## config.mk

```make
export PLATFORM = sky130hd
export DESIGN_NAME = fetch_unit
export DESIGN_NICKNAME = d
export VERILOG_FILES = /design/src/rtl/fetch_unit_pkg.sv /design/src/rtl/chip8_ret_stack.sv /design/src/rtl/fetch_unit.sv
export SDC_FILE = /design/constraint.sdc
export NUM_CORES = 1
export LEC_CHECK = 0
export ABC_AREA = 1
export CAP_MARGIN = 10
export CELL_PAD_IN_SITES_DETAIL_PLACEMENT = 0
export CELL_PAD_IN_SITES_GLOBAL_PLACEMENT = 1
export CORE_UTILIZATION = 41
export DETAILED_ROUTE_END_ITERATION = 8
export PLACE_DENSITY = 0.87
export SLEW_MARGIN = 15
export SYNTH_ARGS = -nofsm -noshare
export SYNTH_HDL_FRONTEND = slang
export SYNTH_SLANG_ARGS = --single-unit
```

## constraint.sdc

```tcl
create_clock -name clk -period 2.3 [get_ports clk]
set_input_delay 0.46 -clock clk [delete_from_list [all_inputs] [get_ports clk]]
set_output_delay 0.46 -clock clk [all_outputs]
set_load 0.02 [all_outputs]
```

## src/rtl/fetch_unit_pkg.sv

```systemverilog
// fetch_unit_pkg: shared widths, reset pc, command and fetch-state encodings (CHIP8_STACK_ERR_EN selects stack error handling)
package fetch_unit_pkg;
  localparam int ADDR_W = 12;
  localparam logic [ADDR_W-1:0] DEF_START_ADDR = 12'h200;
  typedef enum logic [2:0] {OP_NEXT, OP_SKIP, OP_JUMP, OP_CALL, OP_RET} op_e;
  typedef enum logic [1:0] {RD_HI, RD_LO, CAP_LO, VALID} state_e;
endpackage

```

## src/rtl/chip8_ret_stack.sv

```systemverilog
// chip8_ret_stack: synchronous return-address LIFO; CHIP8_STACK_ERR_EN adds overflow/underflow blocking with a sticky error
module chip8_ret_stack #(
  parameter int DEPTH = 16,
  parameter int SP_W  = 4,
  parameter int DW    = 12
) (
  input  logic          clk,
  input  logic          rst,
  input  logic          push,
  input  logic          pop,
  input  logic [DW-1:0] din,
  output logic [DW-1:0] dout,
  output logic [SP_W:0] count,
  output logic          err
);
  logic [DW-1:0] mem_q [DEPTH];
  logic [SP_W:0] sp_q, sp_d;
  logic [SP_W-1:0] wr_idx, rd_idx;
  logic do_push, do_pop;
  assign wr_idx = sp_q[SP_W-1:0];
  assign rd_idx = wr_idx - SP_W'(1);
  assign dout = mem_q[rd_idx];
  assign count = sp_q;
`ifdef CHIP8_STACK_ERR_EN
  localparam logic [SP_W:0] FULL = (SP_W+1)'(DEPTH);
  logic err_q;
  assign do_push = push && sp_q != FULL;
  assign do_pop = pop && sp_q != '0;
  assign sp_d = do_push ? sp_q + (SP_W+1)'(1) : do_pop ? sp_q - (SP_W+1)'(1) : sp_q;
  assign err = err_q;
  // error is sticky until reset; set by any refused push or pop
  always_ff @(posedge clk)
    if (rst) err_q <= 1'b0;
    else if ((push && !do_push) || (pop && !do_pop)) err_q <= 1'b1;
`else
  assign do_push = push;
  assign do_pop = pop;
  assign sp_d = {1'b0, do_push ? wr_idx + SP_W'(1) : do_pop ? rd_idx : wr_idx};
  assign err = 1'b0;
`endif
  // stack pointer; reset empties the stack
  always_ff @(posedge clk)
    if (rst) sp_q <= '0;
    else sp_q <= sp_d;
  // entry storage needs no reset since occupancy gates meaningful reads
  always_ff @(posedge clk)
    if (!rst && do_push) mem_q[wr_idx] <= din;
endmodule

```

## src/rtl/fetch_unit.sv

```systemverilog
// fetch_unit: pc, two-byte instruction fetch FSM and command sequencing; CHIP8_STACK_ERR_EN makes RET on empty stack advance pc by 2
module fetch_unit
  import fetch_unit_pkg::*;
#(
  parameter logic [ADDR_W-1:0] START_ADDR  = DEF_START_ADDR,
  parameter int                STACK_DEPTH = 16,
  parameter int                SP_W        = 4
) (
  input  logic              clk,
  input  logic              rst,
  output logic [ADDR_W-1:0] mem_addr,
  output logic              mem_rd,
  input  logic [7:0]        mem_data,
  output logic [15:0]       instruction,
  output logic [ADDR_W-1:0] instr_pc,
  output logic              instr_valid,
  input  logic              op_valid,
  input  logic [2:0]        op,
  input  logic [ADDR_W-1:0] op_addr,
  output logic [SP_W:0]     sp_out,
  output logic              stack_err
);
  state_e state_q, state_d;
  logic [ADDR_W-1:0] pc_q, pc_d, ipc_q, pop_addr, ret_addr;
  logic [7:0] hi_q, lo_q;
  logic cmd, push, pop;
  assign cmd = state_q == VALID && op_valid && op <= OP_RET;
  assign push = cmd && op == OP_CALL;
  assign pop = cmd && op == OP_RET;
  assign instr_valid = state_q == VALID;
  assign instruction = {hi_q, lo_q};
  assign instr_pc = ipc_q;
  assign mem_rd = !rst && (state_q == RD_HI || state_q == RD_LO);
  assign mem_addr = rst ? '0 : state_q == RD_HI ? pc_q : state_q == RD_LO ? pc_q + ADDR_W'(1) : '0;
`ifdef CHIP8_STACK_ERR_EN
  assign ret_addr = sp_out == '0 ? pc_q + ADDR_W'(2) : pop_addr;
`else
  assign ret_addr = pop_addr;
`endif
  chip8_ret_stack #(.DEPTH(STACK_DEPTH), .SP_W(SP_W), .DW(ADDR_W)) u_stack (
    .clk   (clk),
    .rst   (rst),
    .push  (push),
    .pop   (pop),
    .din   (pc_q + ADDR_W'(2)),
    .dout  (pop_addr),
    .count (sp_out),
    .err   (stack_err)
  );
  // fetch sequence advances unconditionally until VALID, which waits for a defined command
  always_comb begin
    state_d = state_q == RD_HI ? RD_LO : state_q == RD_LO ? CAP_LO : state_q == CAP_LO ? VALID : cmd ? RD_HI : VALID;
    pc_d = !cmd ? pc_q : op == OP_NEXT ? pc_q + ADDR_W'(2) : op == OP_SKIP ? pc_q + ADDR_W'(4) : op == OP_RET ? ret_addr : op_addr;
  end
  // state, pc and byte assembly; RAM data lands one cycle after each read strobe
  always_ff @(posedge clk)
    if (rst) begin
      state_q <= RD_HI;
      pc_q <= START_ADDR;
      hi_q <= '0;
      lo_q <= '0;
      ipc_q <= '0;
    end else begin
      state_q <= state_d;
      pc_q <= pc_d;
      if (state_q == RD_LO) hi_q <= mem_data;
      if (state_q == CAP_LO) begin
        lo_q <= mem_data;
        ipc_q <= pc_q;
      end
    end
endmodule
```

## Word-level counts from Yosys, hierarchy flattened

Memory sizes are Yosys's and may differ from the RTL's.
Cells that the tools add are included.

| storage, ports and cells | value |
|---|---|
| register bits | 47 |
| bits in writable memories | 192 |
| bits of input ports | 26 |
| output and inout port bits | 48 |
| word-level logic and storage cells | 47 |
| memories kept | 1 |

| operators by class | value |
|---|---|
| add/sub/neg operators | 5 |
| order comparisons | 1 |
| eq/ne operators | 6 |
| multiplexer cells | 14 |
| reduce and logical (&&, ||, !) cells | 12 |

Memory list:

| name | depth | width | read ports | clocked after memory_dff | write ports | line | source |
|---|---|---|---|---|---|---|---|
| u_stack.mem_q | 16 | 12 | 1 | 0 | 1 | chip8_ret_stack.sv:16 | `logic [DW-1:0] mem_q [DEPTH];` |

Operators with widths:

| kind | number |
|---|---|
| 12-bit two-way mux | 6 |
| 12-bit by 1-bit adder with 12-bit output, second input constant | 1 |
| 12-bit by 2-bit adder with 12-bit output, second input constant | 1 |
| 12-bit by 3-bit adder with 12-bit output, second input constant | 1 |
| 4-bit two-way mux | 2 |
| 1-bit logical AND | 6 |
| 2-bit two-way mux | 3 |
| 4-bit by 1-bit adder with 4-bit output, second input constant | 1 |
| 2-bit equality test, second input constant | 2 |
| 4-bit by 1-bit subtractor with 4-bit output, second input constant | 1 |
| 3-bit by 1-bit equality test with 1-bit output, second input constant | 1 |
| 3-bit by 2-bit equality test with 1-bit output, second input constant | 1 |
| 3-bit equality test, second input constant | 1 |
| 3-bit <= comparator, second input constant | 1 |
| 3-bit logical NOT | 1 |
| 1-bit two-way mux | 3 |
| 2-bit by 1-bit equality test with 1-bit output, second input constant | 1 |
| 2-bit logical NOT | 1 |
| 2-bit nonzero test | 1 |
| 2-bit OR reduction | 1 |
| 1-bit logical NOT | 1 |
| 1-bit logical OR | 1 |

## Depth between registers and ports, before layout

Gate-level depths: netlist (run 1).

| depth | value |
|---|---|
| word-level depth | 7 |
| mapped depth | 16 |
| gate-level depth less buffers | 11 |

## Cells and area by module

From an unflattened synthesis (run 1), not the netlist that was laid out.

| unflattened totals | value |
|---|---|
| cells, all modules | 1248 |
| area total of the unflattened synthesis | 11303.3 um^2 |

By module, submodules not included:

| module | instances | cells each | area each (um^2) | sequential area each (um^2) |
|---|---|---|---|---|
| chip8_ret_stack | 1 | 847 | 8635.8 | 5845.6 |
| fetch_unit | 1 | 401 | 2667.6 | 840.8 |

## Worst setup path before layout (run 1)

OpenSTA, ideal clock, no wires.

| path | value |
|---|---|
| path type | register -> output |
| start | register pc_q[1] |
| end | output port mem_addr[5] |
| arrival | 2226 ps |
| slack | -386 ps |
| stages on the path, launching flop included | 8 |
| path buffers | 1 |
| cell sequence | dfxtp_1 -> ha_1 -> clkbuf_1 -> inv_1 -> nor2_1 -> xor2_1 -> nor2_1 -> a211oi_1 |

| between the ends | value |
|---|---|
| word-level cells in the longest chain between the ends | 4 |

Ends and longest elaborated chain:

| what | line | source |
|---|---|---|
| from (decl) | fetch_unit.sv:24 | `logic [ADDR_W-1:0] pc_q, pc_d, ipc_q, pop_addr, ret_addr;` |
| from (signal assigned) | fetch_unit.sv:65 | `pc_q <= pc_d;` |
| 12-bit by 1-bit adder with 12-bit output | fetch_unit.sv:34 | `assign mem_addr = rst ? '0 : state_q == RD_HI ? pc_q : state_q == RD_LO ? pc_q + ADDR_W'(1) : '0;` |
| 12-bit two-way mux (3 in series) | fetch_unit.sv:34 |  |
| to (decl) | fetch_unit.sv:11 | `output logic [ADDR_W-1:0] mem_addr,` |

No other way between the ends.

## Worst setup path after layout (run 1)

| path | value |
|---|---|
| start | register pc_q[3] |
| end | output port mem_addr[11] |

Same word-level chain as after synthesis.

==> flow_summary.ini, run 1 <==
[cts]
cts_tree = built
clk_pin_slew_ns = 0.07
clk_path_buf_depth = 3
cts.sinks = 238
insertion_delay_ns = 0.52
cts_htree_levels = 1
cts_made_buffers = 24
root_buffer = clkbuf_16

[job]
cap_violations = 0

[floorplanning]
die_y_um = 164
fp-row-count = 59
initial_core_util_pct = 41.6
io_pins = 74
die_w_um = 164
dieArea_um2 = 27000
core_um2 = 25900

[synthesis]
synth_edf_count = 192
ys_ff_latch = 238
synth_compound_area_share_pct = 4.62
synth_top_family_by_area = simple AND/OR/NAND/NOR gates
synth.area.mux_share_pct = 0
syn_area_um2 = 10800
ys_types = 36
synth_fa_ha_area_share_pct = 0.812
synth_area_leaders = edfxtp_1 (53%), nand2_1 (13%), dfxtp_1 (8.5%)
syn_avg_cell_area_um2 = 9.14
synth_xor_area_share_pct = 0.951
ys.warnings.count = 0
yosys.area.top_type = edfxtp_1
seq_area_frac_synth_pct = 62.0
synthSimpleGateAreaFrac_pct = 24.9
synth-async-reset-ratio_pct = 0
syn_inst = 1181
ys.flop_type = edfxtp_1
synth.top_cell.area_share_pct = 53.4

[setup_path]
slowest_delay_ns = 0.36
r2r_cells = 11
path_class = reg2out
cp.required_ns = 1.84
cpLargestDelayFamily = buffers and inverters
crit_arrival_ns = 1.92
rr_endpoint = pc_q[10]
crit_fanout = 4
r2r-start = u_stack.count[0]
reg2reg_slack_ns = 0.22
start_kind = register
crit_chain = buf_6, nand2_4, nor2_4, buf_6, nand3_4, nand2_2, nand2_2, o211ai_1, inv_1, buf_6
slowest_stage = dfxtp_2
cp_num_buf_inv = 4
crit_top_cell = buf_6
endpoint_kind = output pin

[power_and_ir_drop]
power_frac_seq_pct = 50.4
irDropWorstVdd_v = 0.000479
p_total_mw = 9.35
swShare_pct = 21.8
p_leak_nw = 5.75
clkPwrFrac_pct = 42.3
power_density_nw_per_um2 = 684
power_switching_mw = 2.04
pwr-share-comb_pct = 7.3
power.internal_mw = 7.31

[status]
status = complete, but fails checks
violations = negative setup slack

[global_route]
grt_pass1_vias = 8253
grt_usage_pct = 21.6
antenna_found_initial = 0
grt_pass1_wl_um = 44400
grt-ovfl-total = 0
grt_max_degree = 52

[sta]
report.final.slew_viol_count = 0
fin_skew_ns = 0.0241
hold_slack_ns = 0.509
clock.fmax_mhz = 419
fin_ws_ns = -0.0843
worstMarginPinSlew_ns = 0.777
finalSetupViolCount = 2
slew_headroom_pct = 48.0
rsz0062_at_grt = true
final_hold_viol_count = 0
period_share_pct = 104
fin_crit_ns = 2.38

[drt]
wl_per_cell_um = 16.9
ant_nets = 0
num_vias = 8466
routed_wl_um = 28600
drc = 0
dr.pass1.iters = 5
viasPerCell = 5.00
drtIter0Drc = 672

[hold_path]
worstHoldPathCells = 2
hold_path_class = reg2reg
min-delay-start = lo_q[5]
holdPathEnd = lo_q[5]

[cells_and_area]
nets = 1374
drive_gt1_share_pct = 17.3
syn2layout_area_growth_pct = 26.6
final_common_cell = nand2_1
antennaDiodeCount = 0
mostFrequentLayoutCells = nand2_1 (373), edfxtp_1 (192), nand3_1 (150)
fin_cells = 1693

[placed_design]
gp_congestion = 0.887
dp_cells = 1644
numPortBuffers = 71
dpl.hpwl_um = 19300
power by group through the flow:
stage	Combinational (mW)	Clock [mW]	Sequential, mW
final	0.686	3.96	4.71
after global routing	0.744	4.20	4.71
after CTS	0.679	4.03	4.71
after detailed placement	0.675	0	4.80
after global placement	0.672	0	4.80
after floorplan	0.264	0	4.87
kinds of logic (layout without fill, tap and decap cells):
| group | after synthesis | in the layout |
|---|---|---|
| adders and majority gates | 7 | 7 |
| buffers and inverters | 183 | 359 |
| AOI/OAI and AO/OA | 95 | 95 |
| DFF | 238 | 238 |
| other | 1 | 2 |
| and+or+nand+nor | 647 | 647 |
| xor gates and xnor gates | 10 | 10 |
area by class of cell:
type | count | area [um^2]
sequential | 238 | 6720
fill | 2238 | 12200
timing repair buffer | 187 | 1690
multi-input combinational | 761 | 3550
inverter | 129 | 484
clock buffer | 29 | 651
tap | 335 | 419
clock inverter | 14 | 154
registers in the layout, summed over array words and instances, names as in the netlist:
name,flops
lo_q,8
pc_q,12
state_q,2
u_stack.count,4
instr_pc,12
u_stack.mem_q,192
hi_q,8
synthesized netlist by cell type (3+ instances only):
cell / instances
o21ai_1: 6
nand2_1: 380
clkbuf_1: 21
xor2_1: 6
clkinv_1: 5
nor2_2: 4
nand3_1: 152
a21oi_1: 30
nand4_1: 3
buf_4: 4
edfxtp_1: 192
inv_2: 8
inv_1: 116
buf_1: 12
ha_1: 7
nor2_1: 95
nor3_1: 4
dfxtp_1: 46
buf_2: 17
o21ai_0: 51
routing by layer:
| metal | track usage (%) | wire length (um) | vias up |
|---|---|---|---|
| met3 | 2.83 | 1650 | 42 |
| met2 | 37.0 | 14200 | 247 |
| li1 | - | - | 4184 |
| met4 | 7.32 | 722 | 0 |
| met5 | 0 | 0 | - |
| met1 | 28.2 | 12100 | 3993 |
how the worst max path moves through the flow:
stage | from | endpoint | slack, ns | depth (start not counted)
final | pc_q[3] | mem_addr[11] | -0.08 | 10
after floorplan | pc_q[1] | mem_addr[5] | -0.06 | 7
after global placement | rst | mem_addr[8] | -0.25 | 7
after CTS | pc_q[3] | mem_addr[9] | -0.09 | 9
after detailed placement | rst | mem_addr[8] | -0.25 | 7
after global routing | pc_q[3] | mem_addr[11] | -0.15 | 10
timing repair:
action                                  CTS  global route
endpoints found under the setup margin   14            12
gates cloned                              1             0
pin swaps                                 3            14
buffers inserted                          2             3
hold buffers                              0             0
gates resized for setup                  70            48
per-stage QoR:
stage	worst slack [ns]	instance area, um^2	utilization [%]	TNS (ns)
after floorplan	-0.0594	10800	-	-6.77
after global placement	-0.251	12600	48.7	-26.09
after detailed placement	-0.254	12600	48.7	-31.86
after CTS	-0.0928	13500	52.1	-0.190
after global routing	-0.146	13700	52.7	-0.468
final	-0.0843	13700	52.7	-0.119
worst reg2reg max path, cell delays in order (launching register included):
cell and delay, ns:
dfxtp_4 0.38, inv_2 0.13, ha_1 0.30, xor2_2 0.24
buf_12 0.19, nand3_1 0.13, nand3_1 0.14, nand3_1 0.18
nand2_1 0.14, nand2_1 0.06, nand2_1 0.06, nand2_1 0.05
(Power assumes the default switching activity.)
==> run 2: changes to the inputs <==
--- a/config.mk
+++ b/config.mk
@@ -11,7 +11,7 @@
 export CELL_PAD_IN_SITES_GLOBAL_PLACEMENT = 1
 export CORE_UTILIZATION = 41
 export DETAILED_ROUTE_END_ITERATION = 8
-export PLACE_DENSITY = 0.87
+export PLACE_DENSITY = 0.84
 export SLEW_MARGIN = 15
 export SYNTH_ARGS = -nofsm -noshare
 export SYNTH_HDL_FRONTEND = slang
==> constraint.sdc (replaced) <==
create_clock -name clk -period 2.3 [get_ports clk]
set_input_delay 0.345 -clock clk [delete_from_list [all_inputs] [get_ports clk]]
set_output_delay 0.345 -clock clk [all_outputs]
set_load 0.02 [all_outputs]
==> flow_summary.ini, run 2 (synthesis results as in run 1) <==
[placed_design]
numPortBuffers = 71
dpl.hpwl_um = 19700
gp_congestion = 0.901

[global_route]
grt_usage_pct = 22.7
grt_pass1_wl_um = 46300
grt_pass1_vias = 8317
grt-ovfl-total = 0
antenna_found_initial = 0
grt_max_degree = 52

[setup_path]
rr_endpoint = pc_q[10]
cp.required_ns = 1.96
slowest_stage = dfxtp_4
crit_end = mem_addr[10]
crit_fanout = 3
cp.depth = 8
setup.worst_path.start = pc_q[3]
crit_chain = ha_2, inv_1, nor2_4, nand2_1, xor2_2, nand2_1, a21oi_1, buf_4
reg2reg_slack_ns = 0.06
cp_num_buf_inv = 2
cpLargestDelayFamily = flip-flops
path_class = reg2out
endpoint_kind = output pin
slowest_delay_ns = 0.37
start_kind = register
r2r_cells = 12
r2r-start = u_stack.count[0]
crit_top_cell = nand2_1
crit_arrival_ns = 1.93

[cells_and_area]
antennaDiodeCount = 0
mostFrequentLayoutCells = nand2_1 (374), edfxtp_1 (192), nand3_1 (151)
fin_util_pct = 52.0
largest_reg_flops = 192
final_common_cell = nand2_1
top_register = u_stack.mem_q
drive_gt1_share_pct = 15.5
syn2layout_area_growth_pct = 24.9
nets = 1367

[cts]
cts_htree_levels = 1
holdBufCountCts = 0
root_buffer = clkbuf_16
cts_made_buffers = 25
cts_tree = built
insertion_delay_ns = 0.53
cts.sinks = 238
clk_path_buf_depth = 3
clk_pin_slew_ns = 0.06

[sta]
fin_crit_ns = 2.27
worstMarginPinSlew_ns = 0.695
rsz0062_at_grt = true
final_hold_viol_count = 0
finalSetupViolCount = 0
slew_headroom_pct = 53.5
period_share_pct = 98.8
finalSetupTns_ns = 0
fin_skew_ns = 0.0136
clock.fmax_mhz = 440
hold_slack_ns = 0.437
report.final.slew_viol_count = 0

[hold_path]
hold_path_class = in2reg
min-delay-start = mem_data[3]

[job]
cap_violations = 0

[floorplanning]
initial_core_util_pct = 41.6
core_um2 = 25900
io_pins = 74
die_y_um = 164
dieArea_um2 = 27000
fp-row-count = 59
die_w_um = 164

[drt]
routed_wl_um = 30200
wl_per_cell_um = 17.9
viasPerCell = 5.15
drc = 0
drtIter0Drc = 754
dr.pass1.iters = 5
ant_nets = 0
num_vias = 8683

[power_and_ir_drop]
power_density_nw_per_um2 = 684
p_leak_nw = 5.68
irDropWorstVdd_v = 0.000470

[status]
status = completed
run 2: cell types whose count changed in the layout (fill, tap and decap cells not counted), sizes merged:
cell / previous run / this run
dlymetal6s2s: 1 / 0
clkbuf: 30 / 31
clkinv: 11 / 13
clkdlybuf4s50: 57 / 58
bufinv: 3 / 2
buf: 125 / 116
run 2: per-stage QoR:
| stage | instance area [um^2] | worst slack (ns) | std cells | total power [mW] |
|---|---|---|---|---|
| CTS | 13400 | -0.0609 | 1681 | 9.26 |
| detailed placement | 12500 | -0.111 | 1631 | 5.47 |
| finish | 13500 | 0.0272 | 1686 | 9.22 |
| global placement | 12500 | -0.0910 | 1631 | 5.46 |
| floorplan | 10800 | 0.0165 | 1182 | 5.13 |
| global route | 13500 | -0.0762 | 1686 | 9.49 |
run 2: worst min-delay path by stage:
stage	cells past startpoint	to	slack (ns)
4_1_cts	3	hi_q[3]	0.41
5_1_grt	3	hi_q[2]	0.44
6_report	3	hi_q[3]	0.44
3_3_place_gp	2	pc_q[10]	0.48
2_1_floorplan	2	pc_q[10]	0.45
3_5_place_dp	2	pc_q[10]	0.48
run 2: worst reg2reg max path: stages (launching register included):
cell and delay [ns]:
dfxtp_4 0.38, inv_2 0.07, buf_4 0.33, buf_6 0.32
nand2_1 0.13, nand3_1 0.10, nand3_1 0.13, nand3_1 0.16
nand3_1 0.21, nand2_1 0.16, nand2_1 0.06, nand2_1 0.05
nand2_1 0.04
run 2: per-layer routing:
layer	wire [um]	vias to the layer above	GRT usage (%)
li1	-	4161	-
met1	12800	4072	31.0
met2	14100	379	36.6
met3	2460	71	3.86
met4	887	0	7.79
met5	0	-	0
run 2: final cells by class:
class | instances | area (um^2)
clock buffer | 29 | 641
inverter | 129 | 484
tap | 335 | 419
fill | 2294 | 12400
clock inverter | 15 | 129
multi-input combinational | 761 | 3500
timing repair buffer | 179 | 1600
sequential | 238 | 6710
run 2: report_power, final:
part / leakage (nW) / total, mW / internal, mW / switching, mW
sequential: 2.10 / 4.71 / 4.67 / 0.0356
combinational: 3.22 / 0.683 / 0.278 / 0.404
clock: 0.368 / 3.83 / 2.21 / 1.62
total: 5.68 / 9.22 / 7.16 / 2.06
run 2: timing repair:
action,4_1_cts,5_1_grt
setup endpoints to repair,16,16
gates resized for setup,56,42
cloned,1,0
pin swaps,2,7
buffers inserted,5,5
==> run 3: changes to the inputs <==
--- a/config.mk
+++ b/config.mk
@@ -10,6 +10,7 @@
 export CELL_PAD_IN_SITES_DETAIL_PLACEMENT = 0
 export CELL_PAD_IN_SITES_GLOBAL_PLACEMENT = 1
 export CORE_UTILIZATION = 41
+export CTS_BUF_LIST = sky130_fd_sc_hd__clkbuf_4 sky130_fd_sc_hd__clkbuf_8 sky130_fd_sc_hd__clkbuf_16
 export DETAILED_ROUTE_END_ITERATION = 8
 export PLACE_DENSITY = 0.84
 export SLEW_MARGIN = 15
==> flow_summary.ini, run 3 (synthesis results as in run 1) <==
[global_route]
grt_max_degree = 52
grt_use_met1_pct = 31.0
antenna_found_initial = 0
grt_pass1_wl_um = 46400
grt_usage_pct = 22.8
grt_pass1_vias = 8339
use_met3_pct = 4.04
grt-ovfl-total = 0
met2_usage_pct = 36.5
grt.busiest_layer = met2

[placed_design]
gp_congestion = 0.901
numPortBuffers = 71
dpl.hpwl_um = 19700
preCtsSetupSlack_ns = -0.111

[cts]
insertion_delay_ns = 0.53
cts_htree_levels = 1
cts.sinks = 238
cts_tree = built
root_buffer = clkbuf_16
clk_pin_slew_ns = 0.06
cts_made_buffers = 25
clk_path_buf_depth = 3

[setup_path]
crit_arrival_ns = 1.93
cp.required_ns = 1.96
r2r_cells = 11
path_class = reg2out
endpoint_kind = output pin
crit_fanout = 3
reg2reg_slack_ns = 0.10
setup.worst_path.start = pc_q[3]
rr_endpoint = pc_q[11]
start_kind = register
r2r-start = u_stack.count[0]
crit_end = mem_addr[10]

[hold_path]
worstHoldPathCells = 3
hold_path_class = in2reg

[cells_and_area]
largest_reg_flops = 192
nets = 1367
top_register = u_stack.mem_q
fin_util_pct = 52.1
mostFrequentLayoutCells = nand2_1 (374), edfxtp_1 (192), nand3_1 (151)
syn2layout_area_growth_pct = 25.0
antennaDiodeCount = 0
final_common_cell = nand2_1
drive_gt1_share_pct = 15.8

[drt]
drc = 0
viasPerCell = 5.14
drtIter0Drc = 769
ant_nets = 0
num_vias = 8659
routed_wl_um = 30200
dr.pass1.iters = 5
wl_per_cell_um = 17.9

[floorplanning]
die_w_um = 164
dieArea_um2 = 27000
fp-row-count = 59
io_pins = 74
initial_core_util_pct = 41.6
core_um2 = 25900
die_y_um = 164

[sta]
worstMarginPinSlew_ns = 0.693
period_share_pct = 98.9
final_hold_viol_count = 0
fin_ws_ns = 0.0252
fin_crit_ns = 2.27
fin_skew_ns = 0.0175
slew_headroom_pct = 53.6
clock.fmax_mhz = 440
rsz0062_at_grt = true
finalSetupViolCount = 0
report.final.slew_viol_count = 0

[job]
cap_violations = 0

[status]
status = completed

[power_and_ir_drop]
irDropWorstVdd_v = 0.000475
p_leak_nw = 5.69
power_density_nw_per_um2 = 687
p_total_mw = 9.27
-- run 3: cell count changes in the layout (fill, tap and decap cells not counted) --
cell      previous run  this run
clkbuf_4             0         4
clkbuf_1             4         0
-- run 3: worst max-delay path, cell delays in order, from the launching register on --
cell	delay [ns]
dfxtp_4	0.37
ha_2	0.18
inv_1	0.06
nor2_4	0.13
nand2_1	0.12
xor2_2	0.17
nand2_1	0.07
a21oi_1	0.14
buf_4	0.17
-- run 3: routing by layer --
| layer | share of wire, % | up-vias |
|---|---|---|
| met5 | 0 | - |
| met1 | 43 | 4056 |
| met3 | 7.4 | 75 |
| li1 | - | 4159 |
| met2 | 46 | 369 |
| met4 | 3.3 | 0 |
-- run 3: where the power goes --
part           leakage (nW)  total (mW)  switching [mW]  internal, mW
Combinational          3.22       0.682           0.404         0.278
Sequential             2.10        4.71          0.0356          4.67
Clock                 0.382        3.88            1.62          2.26
Total                  5.69        9.27            2.06          7.21
-- run 3: through the flow --
stage,setup TNS [ns],cells,area (um^2),hold slack (ns)
2_1_floorplan,0,1182,10800,0.453
3_3_place_gp,-9.61,1631,12500,0.476
3_5_place_dp,-14.77,1631,12500,0.483
4_1_cts,-0.0986,1681,13400,0.415
5_1_grt,-0.115,1686,13500,0.443
6_report,0,1686,13500,0.438
-- run 3: worst min path at each step --
stage                start       end  slack, ns
6_report       mem_data[3]   hi_q[3]       0.44
5_1_grt        mem_data[2]   hi_q[2]       0.44
4_1_cts        mem_data[3]   hi_q[3]       0.41
3_5_place_dp      pc_q[10]  pc_q[10]       0.48
3_3_place_gp      pc_q[10]  pc_q[10]       0.48
2_1_floorplan     pc_q[10]  pc_q[10]       0.45
-- run 3: timing repair --
action	in CTS	in global routing
setup endpoints to repair	16	16
gates resized for setup	56	42
gates cloned	1	0
pin swaps	2	7
hold buffers	0	0
setup buffers	5	5
-- run 3: area by class of cell --
class	instances	area (um^2)
fillers	2296	12400
flip-flops and latches	238	6710
multi-input cells	761	3500
repair buffers	179	1600
clock buffers	29	656
inverters	129	484
well taps	335	419
clock inverters	15	129
